--- config.mk ---
export PLATFORM = sky130hd
export DESIGN_NAME = maxi_rw_sequencer_flat
export DESIGN_NICKNAME = d
export VERILOG_FILES = /design/src/rtl/maxi_rw_sequencer_if.sv /design/src/rtl/maxi_rw_sequencer.sv /design/src/flat_wrapper.sv
export SDC_FILE = /design/constraint.sdc
export NUM_CORES = 1
export LEC_CHECK = 0
export BUFFER_PORTS_ARGS = -buffer_cell sky130_fd_sc_hd__buf_2
export CORE_AREA = 2 2 136 138
export CTS_BUF_LIST = sky130_fd_sc_hd__clkbuf_2
export DETAILED_ROUTE_END_ITERATION = 6
export DIE_AREA = 0 0 138 140
export SLEW_MARGIN = 10
export SYNTH_ARGS = -nofsm -noshare
export SYNTH_HDL_FRONTEND = slang
export SYNTH_SLANG_ARGS = --single-unit
--- constraint.sdc ---
create_clock -name CLK -period 1.99 [get_ports CLK]
set_input_delay 0.199 -clock CLK [delete_from_list [all_inputs] [get_ports CLK]]
set_output_delay 0.199 -clock CLK [all_outputs]
set_load 0.005 [all_outputs]
--- src/rtl/maxi_rw_sequencer_if.sv ---
// MAXIGP0 request/response channels plus the shared register-access port.
// The slave modport is the sequencer's view; master is the bus/regfile side.
interface maxi_rw_sequencer_if #(
  parameter int ID_WIDTH   = 12,
  parameter int ADDR_WIDTH = 32,
  parameter int DATA_WIDTH = 32,
  parameter int LEN_WIDTH  = 4
);
  logic                  AR__ENA;
  logic [ADDR_WIDTH-1:0] AR_addr;
  logic [ID_WIDTH-1:0]   AR_id;
  logic [LEN_WIDTH-1:0]  AR_len;
  logic                  AR__RDY;

  logic                  AW__ENA;
  logic [ADDR_WIDTH-1:0] AW_addr;
  logic [ID_WIDTH-1:0]   AW_id;
  logic [LEN_WIDTH-1:0]  AW_len;
  logic                  AW__RDY;

  logic                  W__ENA;
  logic [DATA_WIDTH-1:0] W_data;
  logic [ID_WIDTH-1:0]   W_id;
  logic                  W_last;
  logic                  W__RDY;

  logic                  R__ENA;
  logic [DATA_WIDTH-1:0] R_data;
  logic [ID_WIDTH-1:0]   R_id;
  logic                  R_last;
  logic [1:0]            R_resp;
  logic                  R__RDY;

  logic                  B__ENA;
  logic [ID_WIDTH-1:0]   B_id;
  logic [1:0]            B_resp;
  logic                  B__RDY;

  logic                  regRead__ENA;
  logic [ADDR_WIDTH-1:0] regRead_addr;
  logic                  regRead__RDY;
  logic [DATA_WIDTH-1:0] regReadData;

  logic                  regWrite__ENA;
  logic [ADDR_WIDTH-1:0] regWrite_addr;
  logic [DATA_WIDTH-1:0] regWrite_data;
  logic                  regWrite__RDY;

  modport slave (
    input  AR__ENA, AR_addr, AR_id, AR_len,
    output AR__RDY,
    input  AW__ENA, AW_addr, AW_id, AW_len,
    output AW__RDY,
    input  W__ENA, W_data, W_id, W_last,
    output W__RDY,
    output R__ENA, R_data, R_id, R_last, R_resp,
    input  R__RDY,
    output B__ENA, B_id, B_resp,
    input  B__RDY,
    output regRead__ENA, regRead_addr,
    input  regRead__RDY, regReadData,
    output regWrite__ENA, regWrite_addr, regWrite_data,
    input  regWrite__RDY
  );

  modport master (
    output AR__ENA, AR_addr, AR_id, AR_len,
    input  AR__RDY,
    output AW__ENA, AW_addr, AW_id, AW_len,
    input  AW__RDY,
    output W__ENA, W_data, W_id, W_last,
    input  W__RDY,
    input  R__ENA, R_data, R_id, R_last, R_resp,
    output R__RDY,
    input  B__ENA, B_id, B_resp,
    output B__RDY,
    input  regRead__ENA, regRead_addr,
    output regRead__RDY, regReadData,
    input  regWrite__ENA, regWrite_addr, regWrite_data,
    output regWrite__RDY
  );
endinterface

--- src/rtl/maxi_rw_sequencer.sv ---
// Serialises MAXIGP0 read/write bursts onto one register-access port,
// round-robin between directions, generating R beats and B responses.
module maxi_rw_sequencer #(
  parameter int ID_WIDTH   = 12,
  parameter int ADDR_WIDTH = 32,
  parameter int DATA_WIDTH = 32,
  parameter int LEN_WIDTH  = 4
) (
  input logic CLK,
  input logic nRST,
  maxi_rw_sequencer_if.slave bus
);
  localparam logic [ADDR_WIDTH-1:0] STRIDE = ADDR_WIDTH'(DATA_WIDTH / 8);
  localparam logic [LEN_WIDTH-1:0]  ONE    = LEN_WIDTH'(1);

  typedef enum logic [1:0] {
    IDLE, RD_BURST, WR_BURST, WR_RESP
  } state_e;

  state_e                state_q, state_d;
  logic [ADDR_WIDTH-1:0] addr_q, addr_d;
  logic [ID_WIDTH-1:0]   id_q, id_d;
  logic [LEN_WIDTH-1:0]  count_q, count_d;
  logic                  last_was_write_q, last_was_write_d;
  logic                  err_q, err_d;

  logic rd_grant, wr_grant;
  logic rd_beat, wr_beat;
  logic cnt_zero, id_hit;

  // Read wins a tie unless it also won the previous grant
  assign rd_grant = bus.AR__ENA && (!bus.AW__ENA || last_was_write_q);
  assign wr_grant = bus.AW__ENA && !rd_grant;
  assign rd_beat  = bus.R__RDY && bus.regRead__RDY;
  assign wr_beat  = bus.W__ENA && bus.regWrite__RDY;
  assign cnt_zero = (count_q == '0);
  assign id_hit   = (bus.W_id == id_q);

  always_ff @(posedge CLK or posedge nRST) begin
    if (nRST) begin
      state_q          <= IDLE;
      addr_q           <= '0;
      id_q             <= '0;
      count_q          <= '0;
      last_was_write_q <= 1'b1;
      err_q            <= 1'b0;
    end else begin
      state_q          <= state_d;
      addr_q           <= addr_d;
      id_q             <= id_d;
      count_q          <= count_d;
      last_was_write_q <= last_was_write_d;
      err_q            <= err_d;
    end
  end

  always_comb begin
    state_d          = state_q;
    addr_d           = addr_q;
    id_d             = id_q;
    count_d          = count_q;
    last_was_write_d = last_was_write_q;
    err_d            = err_q;

    bus.AR__RDY       = 1'b0;
    bus.AW__RDY       = 1'b0;
    bus.W__RDY        = 1'b0;
    bus.R__ENA        = 1'b0;
    bus.R_data        = '0;
    bus.R_id          = '0;
    bus.R_last        = 1'b0;
    bus.R_resp        = 2'b00;
    bus.B__ENA        = 1'b0;
    bus.B_id          = '0;
    bus.B_resp        = 2'b00;
    bus.regRead__ENA  = 1'b0;
    bus.regRead_addr  = '0;
    bus.regWrite__ENA = 1'b0;
    bus.regWrite_addr = '0;
    bus.regWrite_data = '0;

    unique case (state_q)
      IDLE: begin
        // Async reset parks the FSM here; keep readies quiet while held
        bus.AR__RDY = rd_grant && !nRST;
        bus.AW__RDY = wr_grant && !nRST;
        if (rd_grant) begin
          addr_d           = bus.AR_addr;
          id_d             = bus.AR_id;
          count_d          = bus.AR_len;
          last_was_write_d = 1'b0;
          state_d          = RD_BURST;
        end else if (wr_grant) begin
          addr_d           = bus.AW_addr;
          id_d             = bus.AW_id;
          count_d          = bus.AW_len;
          err_d            = 1'b0;
          last_was_write_d = 1'b1;
          state_d          = WR_BURST;
        end
      end
      RD_BURST: begin
        bus.regRead__ENA = rd_beat;
        bus.regRead_addr = addr_q;
        bus.R__ENA       = rd_beat;
        bus.R_data       = bus.regReadData;
        bus.R_id         = id_q;
        bus.R_last       = cnt_zero;
        if (rd_beat) begin
          addr_d = addr_q + STRIDE;
          if (cnt_zero) state_d = IDLE;
          else count_d = count_q - ONE;
        end
      end
      WR_BURST: begin
        bus.W__RDY        = bus.regWrite__RDY;
        bus.regWrite_addr = addr_q;
        bus.regWrite_data = bus.W_data;
        if (wr_beat) begin
          bus.regWrite__ENA = id_hit;
          if (!id_hit || (bus.W_last != cnt_zero)) err_d = 1'b1;
          addr_d = addr_q + STRIDE;
          // Beat count, not W_last, terminates the burst
          if (cnt_zero) state_d = WR_RESP;
          else count_d = count_q - ONE;
        end
      end
      WR_RESP: begin
        bus.B__ENA = 1'b1;
        bus.B_id   = id_q;
        bus.B_resp = err_q ? 2'b10 : 2'b00;
        if (bus.B__RDY) state_d = IDLE;
      end
      default: state_d = IDLE;
    endcase
  end
endmodule

--- src/flat_wrapper.sv ---
// flat-port wrapper written by rule: the top's interface ports become plain ports
module maxi_rw_sequencer_flat 
#(
  parameter int ID_WIDTH   = 12,
  parameter int ADDR_WIDTH = 32,
  parameter int DATA_WIDTH = 32,
  parameter int LEN_WIDTH  = 4
)
  (CLK, nRST, bus_AR__ENA, bus_AR_addr, bus_AR_id, bus_AR_len, bus_AR__RDY, bus_AW__ENA, bus_AW_addr, bus_AW_id, bus_AW_len, bus_AW__RDY, bus_W__ENA, bus_W_data, bus_W_id, bus_W_last, bus_W__RDY, bus_R__ENA, bus_R_data, bus_R_id, bus_R_last, bus_R_resp, bus_R__RDY, bus_B__ENA, bus_B_id, bus_B_resp, bus_B__RDY, bus_regRead__ENA, bus_regRead_addr, bus_regRead__RDY, bus_regReadData, bus_regWrite__ENA, bus_regWrite_addr, bus_regWrite_data, bus_regWrite__RDY);
  maxi_rw_sequencer_if #(.ID_WIDTH(ID_WIDTH), .ADDR_WIDTH(ADDR_WIDTH), .DATA_WIDTH(DATA_WIDTH), .LEN_WIDTH(LEN_WIDTH)) bus_i ();
  input logic CLK;
  input logic nRST;
  input wire logic [$bits(bus_i.AR__ENA)-1:0] bus_AR__ENA;
  input wire logic [$bits(bus_i.AR_addr)-1:0] bus_AR_addr;
  input wire logic [$bits(bus_i.AR_id)-1:0] bus_AR_id;
  input wire logic [$bits(bus_i.AR_len)-1:0] bus_AR_len;
  output wire logic [$bits(bus_i.AR__RDY)-1:0] bus_AR__RDY;
  input wire logic [$bits(bus_i.AW__ENA)-1:0] bus_AW__ENA;
  input wire logic [$bits(bus_i.AW_addr)-1:0] bus_AW_addr;
  input wire logic [$bits(bus_i.AW_id)-1:0] bus_AW_id;
  input wire logic [$bits(bus_i.AW_len)-1:0] bus_AW_len;
  output wire logic [$bits(bus_i.AW__RDY)-1:0] bus_AW__RDY;
  input wire logic [$bits(bus_i.W__ENA)-1:0] bus_W__ENA;
  input wire logic [$bits(bus_i.W_data)-1:0] bus_W_data;
  input wire logic [$bits(bus_i.W_id)-1:0] bus_W_id;
  input wire logic [$bits(bus_i.W_last)-1:0] bus_W_last;
  output wire logic [$bits(bus_i.W__RDY)-1:0] bus_W__RDY;
  output wire logic [$bits(bus_i.R__ENA)-1:0] bus_R__ENA;
  output wire logic [$bits(bus_i.R_data)-1:0] bus_R_data;
  output wire logic [$bits(bus_i.R_id)-1:0] bus_R_id;
  output wire logic [$bits(bus_i.R_last)-1:0] bus_R_last;
  output wire logic [$bits(bus_i.R_resp)-1:0] bus_R_resp;
  input wire logic [$bits(bus_i.R__RDY)-1:0] bus_R__RDY;
  output wire logic [$bits(bus_i.B__ENA)-1:0] bus_B__ENA;
  output wire logic [$bits(bus_i.B_id)-1:0] bus_B_id;
  output wire logic [$bits(bus_i.B_resp)-1:0] bus_B_resp;
  input wire logic [$bits(bus_i.B__RDY)-1:0] bus_B__RDY;
  output wire logic [$bits(bus_i.regRead__ENA)-1:0] bus_regRead__ENA;
  output wire logic [$bits(bus_i.regRead_addr)-1:0] bus_regRead_addr;
  input wire logic [$bits(bus_i.regRead__RDY)-1:0] bus_regRead__RDY;
  input wire logic [$bits(bus_i.regReadData)-1:0] bus_regReadData;
  output wire logic [$bits(bus_i.regWrite__ENA)-1:0] bus_regWrite__ENA;
  output wire logic [$bits(bus_i.regWrite_addr)-1:0] bus_regWrite_addr;
  output wire logic [$bits(bus_i.regWrite_data)-1:0] bus_regWrite_data;
  input wire logic [$bits(bus_i.regWrite__RDY)-1:0] bus_regWrite__RDY;
  assign bus_i.AR__ENA = bus_AR__ENA;
  assign bus_i.AR_addr = bus_AR_addr;
  assign bus_i.AR_id = bus_AR_id;
  assign bus_i.AR_len = bus_AR_len;
  assign bus_AR__RDY = bus_i.AR__RDY;
  assign bus_i.AW__ENA = bus_AW__ENA;
  assign bus_i.AW_addr = bus_AW_addr;
  assign bus_i.AW_id = bus_AW_id;
  assign bus_i.AW_len = bus_AW_len;
  assign bus_AW__RDY = bus_i.AW__RDY;
  assign bus_i.W__ENA = bus_W__ENA;
  assign bus_i.W_data = bus_W_data;
  assign bus_i.W_id = bus_W_id;
  assign bus_i.W_last = bus_W_last;
  assign bus_W__RDY = bus_i.W__RDY;
  assign bus_R__ENA = bus_i.R__ENA;
  assign bus_R_data = bus_i.R_data;
  assign bus_R_id = bus_i.R_id;
  assign bus_R_last = bus_i.R_last;
  assign bus_R_resp = bus_i.R_resp;
  assign bus_i.R__RDY = bus_R__RDY;
  assign bus_B__ENA = bus_i.B__ENA;
  assign bus_B_id = bus_i.B_id;
  assign bus_B_resp = bus_i.B_resp;
  assign bus_i.B__RDY = bus_B__RDY;
  assign bus_regRead__ENA = bus_i.regRead__ENA;
  assign bus_regRead_addr = bus_i.regRead_addr;
  assign bus_i.regRead__RDY = bus_regRead__RDY;
  assign bus_i.regReadData = bus_regReadData;
  assign bus_regWrite__ENA = bus_i.regWrite__ENA;
  assign bus_regWrite_addr = bus_i.regWrite_addr;
  assign bus_regWrite_data = bus_i.regWrite_data;
  assign bus_i.regWrite__RDY = bus_regWrite__RDY;
  maxi_rw_sequencer #(.ID_WIDTH(ID_WIDTH), .ADDR_WIDTH(ADDR_WIDTH), .DATA_WIDTH(DATA_WIDTH), .LEN_WIDTH(LEN_WIDTH)) u_core (.CLK(CLK), .nRST(nRST), .bus(bus_i));
endmodule
# [Word level (Yosys, flattened, before mapping)]
# Index checks and enable logic that the tools add are counted.
[op_classes] n_reduce_logical=21 muxes=44 eq_ne=14 addsub=2
[op_table] cell="32-bit two-way mux" n=8
[op_table] cell="32-bit case mux with 3 select lines" n=1
[op_table] cell="12-bit two-way mux" n=4
[op_table] cell="32-bit by 3-bit adder with 32-bit output (second input constant)" n=1
[op_table] cell="4-bit two-way mux" n=5
[op_table] cell="2-bit two-way mux" n=9
[op_table] cell="1-bit two-way mux" n=14
[op_table] cell="12-bit == test" n=1
[op_table] cell="2-bit by 1-bit inequality test with 1-bit output (second input constant)" n=6
[op_table] cell="4-bit case mux with 3 select lines" n=1
[op_table] cell="2-bit case mux with 4 select lines" n=1
[op_table] cell="1-bit logical AND" n=6
[op_table] cell="6-bit AND reduction" n=1
[op_table] cell="5-bit AND reduction" n=1
[op_table] cell="2-bit == test (second input constant)" n=2
[op_table] cell="1-bit logical NOT" n=4
[op_table] cell="4-bit logical NOT" n=1
[op_table] cell="2-bit inequality test (second input constant)" n=2
[op_table] cell="4-bit AND reduction" n=1
[op_table] cell="2-bit nonzero test" n=2
[op_table] cell="4-bit by 1-bit subtractor with 4-bit output (second input constant)" n=1
[op_table] cell="3-bit by 1-bit inequality test with 1-bit output (second input constant)" n=1
[op_table] cell="3-bit nonzero test" n=1
[op_table] cell="2-bit by 1-bit == test with 1-bit output (second input constant)" n=1
[op_table] cell="5 further kinds" n=6
[word_totals] register_bits=52 out_inout_bits=164

# [Depth between registers and ports, before layout]
# Gate-level depths: netlist of run 1.
[depth] ltp_word=8 depth_mapped=9 depth_no_buf=7

# [Least setup slack after synthesis of run 1]
# No wires, ideal clock.
[synth_path] path_kind="register -> register" start="reg u_core.state_q[1]" end="reg u_core.addr_q[10]" n_path_buf=2 stages_incl_launch_ff=8 path_slack_ns=-0.163 required_time_ns=1.853 arrival_time_ns=2.016 cell_sequence="dfrtp_1 -> inv_1 -> ha_1 -> a21boi_0 -> a2111oi_4 -> clkbuf_1 -> buf_1 -> a21oi_1"
[synth_between] elab_chain_cells=3
[synth_rtl] item="from (decl)" line="maxi_rw_sequencer.sv:20" source="state_e state_q, state_d;"
[synth_rtl] item="from (signal assigned)" line="maxi_rw_sequencer.sv:48" source="state_q <= state_d;"
[synth_rtl] item="2-bit == test, or another cell as far along" line="maxi_rw_sequencer.sv:82" source="unique case (state_q)"
[synth_rtl] item="2-bit by 1-bit inequality test with 1-bit output (no line), or another cell as far along"
[synth_rtl] item="4-bit AND reduction (no line)"
[synth_rtl] item="to (signal assigned)" line="maxi_rw_sequencer.sv:49" source="addr_q <= addr_d;"
[synth_rtl] item="to (decl)" line="maxi_rw_sequencer.sv:21" source="logic [ADDR_WIDTH-1:0] addr_q, addr_d;"
# Several ways; a longest one is shown, not always the timed one.
# A chain may end at the register's enable or synchronous reset.

# [Worst setup path in the final report of run 1]
[layout_path] start="reg u_core.state_q[0]" end="out bus_regWrite__ENA"
[layout_between] elab_chain_cells=2
[layout_rtl] item="2-bit == test" line="maxi_rw_sequencer.sv:82"
[layout_rtl] item="1-bit two-way mux" line="maxi_rw_sequencer.sv:82"
[layout_rtl] item="to (decl)" line="flat_wrapper.sv:42" source="output wire logic [$bits(bus_i.regWrite__ENA)-1:0] bus_regWrite__ENA;"
# No other way between the ends.

==> reports/metrics.csv, run 1 <==
stage;metric;value;unit
logic_synthesis;xor-xnor portion of the synthesized cell area;2.362;%
worst_setup_path;critical path class;register to primary output;
logic_synthesis;Async SR Flop Fraction;100.0;%
detailed_routing;Iteration-0 DRC Markers;375;
worst_setup_path;CP Capture Type;primary output;
floorplan;Boundary Pins;346;
logic_synthesis;multiplexer share of the synthesized area;11.40;%
floorplan;Die Wd;138;um
logic_synthesis;Synth area leaders;dfrtp_1 (26%), and2_1 (19%), mux2i_1 (6.0%);
cells_and_area;share of cells above drive strength 1;57.17;%
logic_synthesis;Mapped Cells;613;
logic_synthesis;Distinct cells, synth;57;
detailed_routing;via total after detailed routing;6344;
logic_synthesis;number of synthesized flops with an enable pin;0;
power;PwrDens;1598;mW/mm^2
logic_synthesis;Mean Syn Cell Area;7.862;sq um
clock_network;clock latency at the later pin of the worst-skew pair;0.50;ns
logic_synthesis;largest family of logic cells by synthesized area;simple AND/OR/NAND/NOR gates;
grt;total grt overflow;0;
floorplan;Initial Util;27.11;%
timing;Fin. Hold Viols;0;
cells_and_area;final core utilization;50.83;%
clock_network;maximum root-to-sink buffer count;2;
status;violated checks;setup timing;
floorplan;number of cell rows;49;
grt;number of global-route vias before repair;6145;
clock_network;TritonCTS Sinks;52;
grt;largest net degree at the start of global routing;53;
timing;Peak Freq;458.2;MHz
logic_synthesis;Synth Area in Compound Gates;15.11;%
place;pre-CTS setup slack;-0.04751;ns
clock_network;CTS clk-pin slew, worst paths;0.26;ns
timing;final slew viol count;0;
timing;clock period minus worst slack;2.182;ns
detailed_routing;WL/cell;20.25;um
grt;initial antenna violation count;6;
grt;first-pass GRT wire length;36.23;mm
flow_run;Max Cap Viol;0;
logic_synthesis;ys flop type;dfrtp_1;
clock_network;root buf cell;clkbuf_2;
detailed_routing;Initial DRT Pass Iterations;6;
place;GP Congestion;0.8744;
floorplan;die area;0.01932;sq mm
timing;fin crit share;109.7;%
logic_synthesis;simple-gate area share of the yosys netlist;35.36;%
timing;Rel. slew slack;50.79;%
timing;total negative slack;-14.81;ns
worst_setup_path;CP Max Fanout;4;
logic_synthesis;Synth Area in Adders;2.077;%
logic_synthesis;Post-synth top cells;and2_1 (149), nand2_1 (62), dfrtp_1 (51);
power;Max VDD drop;0.0007416;V
timing;Setup Skew;0.03714;ns
logic_synthesis;Syn. warnings;0;
worst_setup_path;critical path launch point type;register;
timing;Worst-Margin Slew;0.7382;ns
logic_synthesis;post-synth top area share;26.48;%
worst_setup_path;Worst Path Arrival;1.98;ns
hold_path;Hold WC Path Type;primary input to register;
place;Post-DP HPWL;18.02;mm
clock_network;H-tree Lvls;2;
logic_synthesis;count leader, synth;and2_1;
detailed_routing;# DRC;0;
logic_synthesis;post-synthesis sequential area ratio;27.02;%
logic_synthesis;post-synthesis cell area;0.004820;sq mm
power;Power, Total;14440;uW
place;Port Buffers;342;
clock_network;CTS tree;yes;
grt;All-Layer GR Usage;24.33;%
floorplan;die height;140;um
timing;Final Setup Violations;160;
clock_network;total CTS buffers;5;
floorplan;core area;0.01778;sq mm
cells_and_area;Final Non-Filler Cells;1287;
detailed_routing;vias per cell;4.929;
status;status;finished with violations;
timing;RSZ-0062 raised after global routing;yes;
detailed_routing;ANT nets after route;0;
cells_and_area;nets;1242;
logic_synthesis;cell taking the most area after synthesis;dfrtp_1;
cells_and_area;Layout area overhead;87.51;%
power;Leakage;0.004565;uW
worst_setup_path;Worst EP required;1.79;ns
place;dpl cells;1192;
detailed_routing;WL final;26.06;mm
logic_synthesis;Yosys reg bits;52;
timing;final worst slack;-0.1925;ns
[per-layer routing]
metal | wire length (um) | track usage, %
met1 | 10610 | 29.51
met2 | 12840 | 42.26
met3 | 1582 | 4.786
met4 | 1008 | 10.15
met5 | 13 | 0
[flip-flops by register name, summed over array words and instances, names as in the netlist]
register / flops
u_core.count_q: 4
u_core.id_q: 12
u_core.err_q: 1
u_core.state_q: 2
u_core.last_was_write_q: 1
u_core.addr_q: 32
[cell usage in the layout (no fill, tap or decap), types with 4 or more instances in the layout]
master / instances
buf_12: 8
clkbuf_2: 5
buf_2: 285
diode_2: 5
a31oi_1: 7
and2_4: 57
nor4_1: 4
nand2_1: 61
nor3_1: 4
dfrtp_1: 50
buf_8: 8
nand4_1: 17
buf_6: 75
dlygate4sd3_1: 23
xnor2_1: 12
o22ai_1: 12
nor2_2: 6
a22o_1: 5
clkbuf_16: 5
and2_1: 93
nand3_1: 11
ha_4: 5
a21oi_1: 24
mux2_2: 23
mux2i_1: 29
a21oi_2: 5
o21ai_0: 31
buf_16: 6
nor2_1: 22
inv_2: 4
inv_1: 6
o21ai_1: 6
buf_4: 70
[worst max-delay path, cell delays in order, from the launching register on]
cell and delay, ns:
dfrtp_1 0.48, inv_2 0.10, ha_4 0.19, buf_12 0.12, nand2_4 0.05, nor4_4 0.26
nor2b_4 0.19, buf_2 0.12
[timing repair]
item,4_1_cts,5_1_grt
buffers inserted,26,21
endpoints found under the hold margin,64,0
resized for setup,106,128
setup endpoints to repair,166,194
pin swaps,6,17
hold buffers,23,0
gates cloned,10,6
[worst paths after layout]
path                                                       to  slack (ns)                           from  depth (start not counted)
worst min-delay path               u_core.id_q[9]$_DFFE_PP0P_        0.03                   bus_AR_id[9]                          3
max in group asynchronous         u_core.id_q[10]$_DFFE_PP0P_        1.01                           nRST                          4
worst max register to register   u_core.addr_q[2]$_DFFE_PP0P_       -0.18  u_core.state_q[1]$_DFFE_PP0P_                          8
min in group asynchronous       u_core.addr_q[31]$_DFFE_PP0P_        0.45                           nRST                          4
worst min register to register  u_core.count_q[2]$_DFFE_PP0P_        0.58  u_core.count_q[2]$_DFFE_PP0P_                          1
worst max-delay path                        bus_regWrite__ENA       -0.19  u_core.state_q[0]$_DFFE_PP0P_                          7
[cell families (layout without fill, tap and decap cells)]
kind of cell	count (synthesis)	in the layout
AO/OA/AOI/OAI	116	116
other	1	8
XOR/XNOR	13	13
adder cells (fa/ha/maj)	8	8
flip-flops	52	52
AND/OR/NAND/NOR	307	307
multiplexers	52	52
buffers and inverters	64	502
[metrics by stage]
step           area (sq um)  hold slack, ns
6_report               9037         0.02804
5_1_grt                9037       0.0005037
4_1_cts                8287        0.003222
3_5_place_dp           7082          0.4389
3_3_place_gp           7082          0.4369
2_1_floorplan          4877          0.2720
[report_power, final]
part | switching (uW) | internal, uW
Clock | 369 | 204
Sequential | 600 | 1630
Combinational | 5220 | 6410
[area by class of cell]
cell class	count	area, sq um
clock buffers	5	25.02
well taps	229	286.5
fillers	1668	8742
diodes	5	12.51
multi-input cells	499	3633
flip-flops and latches	52	1304
inverters	11	43.79
clock inverters	3	37.54
repair buffers	483	3695
No activity file was read; power rests on OpenSTA's default activity.
==> run 2: changes to the inputs <==
--- a/config.mk
+++ b/config.mk
@@ -5,11 +5,12 @@
 export SDC_FILE = /design/constraint.sdc
 export NUM_CORES = 1
 export LEC_CHECK = 0
+export ABC_AREA = 1
 export BUFFER_PORTS_ARGS = -buffer_cell sky130_fd_sc_hd__buf_2
-export CORE_AREA = 2 2 136 138
+export CORE_AREA = 2 2 133 135
 export CTS_BUF_LIST = sky130_fd_sc_hd__clkbuf_2
 export DETAILED_ROUTE_END_ITERATION = 6
-export DIE_AREA = 0 0 138 140
+export DIE_AREA = 0 0 135 137
 export SLEW_MARGIN = 10
 export SYNTH_ARGS = -nofsm -noshare
 export SYNTH_HDL_FRONTEND = slang
==> run 2 against run 1 <==
The flow still finishes with violations (setup timing). Via count increased by 17%. Largest power group unchanged. Total power decreased by 16%. Synthesized area increased by 9.9%. Die area decreased by 4.3%. Sequential power increased by 12%. Fmax increased by 2.9%. Critical path depth increased by 1. Worst setup slack improved by 0.062 ns. Global-route usage decreased by 1.1 points. Cell count increased by 24%. Synthesized cell count increased by 59%. Critical endpoint is now bus_regWrite_data[2]. Sequential share of layout area increased by 0.94 points.
==> reports/metrics.csv, run 2 <==
stage;metric;value;unit
worst_setup_path;CP Capture Type;primary output;
detailed_routing;via total after detailed routing;7410;
timing;total negative slack;-8.165;ns
detailed_routing;Iteration-0 DRC Markers;513;
detailed_routing;Initial DRT Pass Iterations;5;
cells_and_area;Most flops, register;u_core.addr_q;
clock_network;total CTS buffers;5;
detailed_routing;WL final;25.18;mm
logic_synthesis;post-synth top area share;24.10;%
grt;total grt overflow;0;
clock_network;root buf cell;clkbuf_2;
flow_run;Max Cap Viol;0;
detailed_routing;vias per cell;4.640;
logic_synthesis;count leader, synth;nand2_1;
timing;RSZ-0062 raised after global routing;yes;
logic_synthesis;Syn. warnings;0;
detailed_routing;# DRC;0;
grt;first-pass GRT wire length;33.42;mm
floorplan;Die Wd;135;um
logic_synthesis;cell taking the most area after synthesis;dfrtp_1;
worst_setup_path;critical path class;register to primary output;
power;Leakage;0.005665;uW
logic_synthesis;Post-synth top cells;nand2_1 (322), inv_1 (205), nor2_1 (145);
clock_network;TritonCTS Sinks;52;
clock_network;CTS clk-pin slew, worst paths;0.29;ns
grt;All-Layer GR Usage;23.19;%
timing;fin crit share;106.6;%
timing;Final Setup Violations;146;
cells_and_area;share of cells above drive strength 1;34.01;%
worst_setup_path;Crit-path slowest cell;dfrtp_1;
clock_network;clock latency at the later pin of the worst-skew pair;0.49;ns
worst_setup_path;critical path launch point type;register;
place;Post-DP HPWL;17.43;mm
logic_synthesis;ys flop type;dfrtp_1;
cells_and_area;commonest non-fill, non-tap cell in the layout;buf_2;
floorplan;number of cell rows;48;
floorplan;die area;0.01850;sq mm
cells_and_area;nets;1559;
timing;Rel. slew slack;51.93;%
status;status;finished with violations;
grt;largest net degree at the start of global routing;53;
place;GP Congestion;0.9432;
logic_synthesis;post-synthesis cell area;0.005296;sq mm
logic_synthesis;Mean Syn Cell Area;5.427;sq um
logic_synthesis;post-synthesis sequential area ratio;24.59;%
power;PwrDens;1435;mW/mm^2
timing;clock period minus worst slack;2.121;ns
worst_setup_path;CP Max Fanout;6;
worst_setup_path;RR Startpoint;u_core.state_q[1]$_DFFE_PP0P_;
worst_setup_path;Worst EP required;1.79;ns
timing;Setup Skew;0.02994;ns
hold_path;Hold Path End;u_core.addr_q[3]$_DFFE_PP0P_;
clock_network;CTS tree;yes;
timing;Peak Freq;471.5;MHz
timing;final worst slack;-0.1307;ns
worst_setup_path;Worst Path Arrival;1.92;ns
status;violated checks;setup timing;
place;Port Buffers;342;
worst_setup_path;Crit path largest cell delay;0.47;ns
hold_path;WHS Path Cells;5;
clock_network;maximum root-to-sink buffer count;2;
floorplan;Initial Util;31.05;%
logic_synthesis;Async SR Flop Fraction;100.0;%
worst_setup_path;reg2reg path depth;7;
floorplan;core area;0.01706;sq mm
cells_and_area;max reg flops;32;
timing;hold slack final;0.02770;ns
floorplan;die height;137;um
logic_synthesis;Mapped Cells;976;
cells_and_area;Largest regs;u_core.addr_q x32, u_core.id_q x12, u_core.count_q x4;
cells_and_area;commonest cells after routing, fill and taps aside;buf_2 (340), nand2_1 (306), inv_1 (199);
worst_setup_path;R2R Setup Slk;-0.03;ns
worst_setup_path;Cell Chain, Critical Path;buf_6 -> ha_4 -> buf_12 -> buf_4 -> clkbuf_16 -> nand2_1 -> inv_1 -> buf_2;
timing;final slew viol count;0;
detailed_routing;ANT nets after route;0;
grt;initial antenna violation count;2;
grt;number of global-route vias before repair;6218;
hold_path;Hold WC Path Type;primary input to register;
floorplan;Boundary Pins;346;
timing;Worst-Margin Slew;0.7211;ns
worst_setup_path;R2R Path End;u_core.id_q[8]$_DFFE_PP0P_;
hold_path;Hold Path Origin;bus_AR_addr[3];
power;Max VDD drop;0.0009531;V
logic_synthesis;number of synthesized flops with an enable pin;0;
worst_setup_path;Critical Path Source;u_core.state_q[1]$_DFFE_PP0P_;
logic_synthesis;Yosys reg bits;52;
cells_and_area;Layout area overhead;60.00;%
timing;Fin. Hold Viols;0;
detailed_routing;WL/cell;15.77;um
logic_synthesis;Synth area leaders;dfrtp_1 (24%), nand2_1 (23%), inv_1 (15%);
logic_synthesis;Distinct cells, synth;33;
clock_network;H-tree Lvls;2;
==> run 2: cell count changes after synthesis, moves of 16 or more <==
cell / change
nand2_1: +260
inv_1: +194
and2_1: -149
nor2_1: +115
mux2i_1: -28
mux2_2: -23
o21ai_0: +16
==> run 2: cells by family after synthesis <==
logic type               after synthesis  synth area share, %
AO/OA/AOI/OAI                        122                12.76
AND/OR/NAND/NOR                      527                40.11
XOR/XNOR                               8                1.323
adder cells (fa/ha/maj)                8                1.890
buffers and inverters                257                19.06
multiplexers                           1               0.1890
flip-flops                            52                24.59
other                                  1              0.07080
==> run 2: worst max path at each step <==
| stage | end | cells after the start | slack, ns |
|---|---|---|---|
| after floorplan | bus_AW__RDY | 3 | 0.25 |
| after global placement | u_core.addr_q[0]$_DFFE_PP0P_ | 10 | 0.17 |
| after detailed placement | u_core.addr_q[20]$_DFFE_PP0P_ | 10 | 0.1 |
| after CTS | bus_regWrite__ENA | 10 | -0.12 |
| after global routing | bus_regWrite__ENA | 10 | -0.23 |
| final | bus_regWrite_data[2] | 8 | -0.13 |
==> run 2: layout make-up <==
class                           count  area [sq um]
Clock inverter                      3         13.76
Fill cell                        1825          8582
Clock buffer                        5         25.02
Tap cell                          225         281.5
Inverter                          210         790.8
Antenna cell                        2         5.005
Multi-Input combinational cell    669          3122
Timing Repair Buffer              431          2934
Sequential cell                    52          1303
==> run 2: per-stage QoR <==
| step | setup WS, ns | cells | power (uW) | area (sq um) | util (%) |
|---|---|---|---|---|---|
| final | -0.1307 | 1597 | 12160 | 8474 | 49.68 |
| after CTS | -0.1168 | 1567 | 10720 | 7878 | 46.19 |
| after floorplan | 0.2459 | 978 | 6749 | 5304 | - |
| after global placement | 0.1711 | 1521 | 9500 | 7306 | 42.83 |
| after global routing | -0.2300 | 1597 | 13270 | 8474 | 49.68 |
| after detailed placement | 0.09910 | 1521 | 9603 | 7306 | 42.83 |
==> run 2: worst max-delay path, delay by kind of cell, from the launching register on <==
| family | cells | cell delay (ns) |
|---|---|---|
| buffers and inverters | 6 | 0.75 |
| flip-flops | 1 | 0.47 |
| AND/OR/NAND/NOR | 1 | 0.06 |
| adder cells (fa/ha/maj) | 1 | 0.16 |
==> run 2: where the power goes <==
group | internal, uW | switching, uW
sequential | 1620 | 876
combinational | 4150 | 5040
clock | 78.9 | 387
==> run 2: per-layer routing <==
metal	GRT usage, %	vias up	share of wire [%]
li1	-	3698	-
met1	30.80	3372	42
met2	39.28	321	49
met3	3.667	19	7.9
met4	6.134	0	1.3
met5	0	-	0
==> run 2: repair_timing <==
item                                   4_1_cts  5_1_grt
setup endpoints to repair                  140      171
pin swaps                                    4        5
setup buffers                                9       13
gates resized for setup                     33       40
gates cloned                                 2       18
hold buffers                                27        0
endpoints found under the hold margin       66        0
==> run 3: changes to the inputs <==
==> constraint.sdc (replaced) <==
create_clock -name CLK -period 2.5 [get_ports CLK]
set_input_delay 0.25 -clock CLK [delete_from_list [all_inputs] [get_ports CLK]]
set_output_delay 0.25 -clock CLK [all_outputs]
set_load 0.005 [all_outputs]
==> run 3 against run 2 <==
The run ends with hold timing left. Cell area down 13%. Global-route usage is 0.25 points lower. Cell count shrank 4.1%. Count of clock-buffer cells in the layout grew 2. Critical path depth decreased by 2. Sequential cell count unchanged. Sequential power decreased by 20%. Via count is 5.6% lower. Wire length down 10%. Critical path type unchanged.
==> reports/metrics.csv, run 3 (synthesis gave the netlist of run 2 again) <==
stage;metric;value;unit
detailed_routing;WL/cell;14.75;um
cells_and_area;Layout area overhead;39.12;%
cells_and_area;final core utilization;43.20;%
cells_and_area;Largest regs;u_core.addr_q x32, u_core.id_q x12, u_core.count_q x4;
cells_and_area;Most flops, register;u_core.addr_q;
floorplan;die area;0.01850;sq mm
power;Sw Ratio;55.96;%
cells_and_area;share of cells above drive strength 1;30.42;%
power;Sw Pwr;4393;uW
worst_setup_path;Cell Chain, Critical Path;inv_1 -> nand2_1 -> nand2_2 -> buf_4 -> nor3_1 -> buf_2;
clock_network;CTS tree;yes;
floorplan;Die Wd;135;um
hold_path;Hold WC Path Type;primary input to register;
power;Max VDD drop;0.0008845;V
cells_and_area;number of fill cells;1910;
detailed_routing;WL final;22.60;mm
timing;Rel. slew slack;55.84;%
grt;All-Layer GR Usage;22.93;%
power;Power, Total;7851;uW
worst_setup_path;critical path class;register to primary output;
status;violated checks;hold timing;
worst_setup_path;CP top delay family;flip-flops;
place;Port Buffers;342;
clock_network;CTS clk-pin slew, worst paths;0.29;ns
grt;largest net degree at the start of global routing;48;
grt;total grt overflow;0;
worst_setup_path;CP Capture Type;primary output;
timing;RSZ-0062 raised after global routing;yes;
floorplan;number of cell rows;48;
power;PwrDens;1066;mW/mm^2
cells_and_area;nets;1494;
cells_and_area;commonest cells after routing, fill and taps aside;buf_2 (342), nand2_1 (321), inv_1 (202);
power;Flop pwr share;25.5;%
place;GP Congestion;0.9323;
flow_run;Max Cap Viol;0;
timing;Final Setup Violations;0;
timing;Fin. Hold Viols;1;
clock_network;maximum root-to-sink buffer count;2;
worst_setup_path;Crit path largest cell delay;0.57;ns
floorplan;Boundary Pins;346;
timing;clock period minus worst slack;2.351;ns
timing;fin crit share;94.03;%
clock_network;total CTS buffers;5;
detailed_routing;vias per cell;4.567;
worst_setup_path;Worst EP required;2.25;ns
clock_network;TritonCTS Sinks;52;
grt;first-pass GRT wire length;33.12;mm
worst_setup_path;Crit-path slowest cell;dfstp_2;
clock_network;root buf cell;clkbuf_2;
clock_network;clock latency at the later pin of the worst-skew pair;0.51;ns
timing;Peak Freq;425.4;MHz
floorplan;die height;137;um
detailed_routing;Initial DRT Pass Iterations;5;
timing;final slew viol count;0;
worst_setup_path;Worst Path Arrival;2.10;ns
power;Clk network pwr share;4.8;%
clock_network;H-tree Lvls;2;
timing;Worst-Margin Slew;0.6624;ns
timing;hold slack final;-0.0005393;ns
place;Post-DP HPWL;18.05;mm
worst_setup_path;Buf/Inv on CP;3;
floorplan;Initial Util;31.05;%
worst_setup_path;critical path launch point type;register;
floorplan;core area;0.01706;sq mm
clock_network;Post-CTS Setup Bufs;0;
cells_and_area;commonest non-fill, non-tap cell in the layout;buf_2;
power;Leakage;0.005138;uW
cells_and_area;max reg flops;32;
status;status;finished with violations;
timing;Setup Skew;0.02516;ns
detailed_routing;# DRC;0;
detailed_routing;Iteration-0 DRC Markers;386;
power;Combinational Power Share;69.8;%
detailed_routing;via total after detailed routing;6996;
power;Pint;3458;uW
detailed_routing;ANT nets after route;0;
grt;number of global-route vias before repair;6121;
grt;initial antenna violation count;2;
worst_setup_path;CP Max Fanout;22;
==> run 3: cell count changes in the layout (fill, tap and decap cells not counted), sizes merged <==
cell | before | now
buf | 390 | 356
dlygate4sd3 | 27 | 10
bufbuf | 2 | 0
clkinv | 3 | 1
clkbuf | 17 | 7
==> run 3: worst paths after layout <==
path | from | end | slack, ns | depth (start not counted)
setup / recovery | u_core.last_was_write_q$_DFFE_PP1P_ | bus_AR__RDY | 0.15 | 6
hold / removal | bus_AW_id[5] | u_core.id_q[5]$_DFFE_PP0P_ | -0.0005 | 3
setup reg to reg | u_core.state_q[1]$_DFFE_PP0P_ | u_core.addr_q[11]$_DFFE_PP0P_ | 0.48 | 10
hold reg to reg | u_core.last_was_write_q$_DFFE_PP1P_ | u_core.last_was_write_q$_DFFE_PP1P_ | 0.53 | 2
max in group asynchronous | nRST | u_core.addr_q[25]$_DFFE_PP0P_ | 1.35 | 4
min in group asynchronous | nRST | u_core.addr_q[24]$_DFFE_PP0P_ | 0.32 | 3
==> run 3: final cells by class <==
class                      count  area [sq um]  area share, %
tap                          225         281.5          3.821
multi-input combinational    669          3009          40.84
inverter                     210         788.3          10.70
timing repair buffer         366          1942          26.35
sequential                    52          1304          17.69
antenna                        2         5.005        0.06792
clock inverter                 1         3.754        0.05094
clock buffer                   7         35.03         0.4755
==> run 3: worst min-delay path: stages <==
cell     delay [ns]
buf_2          0.07
o21ai_0        0.07
o22ai_1        0.10
==> run 3: stage by stage <==
stage | instance area (sq um) | setup slack (ns) | hold slack (ns) | TNS (ns) | instances
after global placement | 7188 | 0.5605 | 0.3228 | 0 | 1512
after floorplan | 5304 | 0.6539 | 0.3920 | 0 | 978
after CTS | 7331 | 0.001629 | 0.0005024 | 0 | 1530
after global routing | 7368 | -0.004760 | 0.001435 | -0.008370 | 1532
final | 7368 | 0.1492 | -0.0005393 | 0 | 1532
after detailed placement | 7188 | 0.4990 | 0.3351 | 0 | 1512
==> run 3: timing repair <==
item                                    CTS  global route
endpoints found under the hold margin    28             0
resized for setup                         1            10
hold buffers                             10             0
endpoints found under the setup margin    2            17
==> run 3: power groups by stage <==
stage                     combinational, uW  sequential (uW)  clock (uW)
final                                  5480             2000         375
after detailed placement               5400             2000           0
after CTS                              5440             1980         389
after global placement                 5370             2000           0
after global routing                   6230             2070         411
after floorplan                        3650             1720           0
==> run 3: routing by layer <==
| metal | routed length [um] | vias up | part of all wire, % | GRT usage [%] |
|---|---|---|---|---|
| met2 | 10550 | 288 | 47 | 39.11 |
| met1 | 9855 | 3128 | 44 | 30.26 |
| li1 | - | 3548 | - | - |
| met4 | 537 | 0 | 2.4 | 7.002 |
| met3 | 1657 | 32 | 7.3 | 3.000 |
| met5 | 0 | - | 0 | 0 |
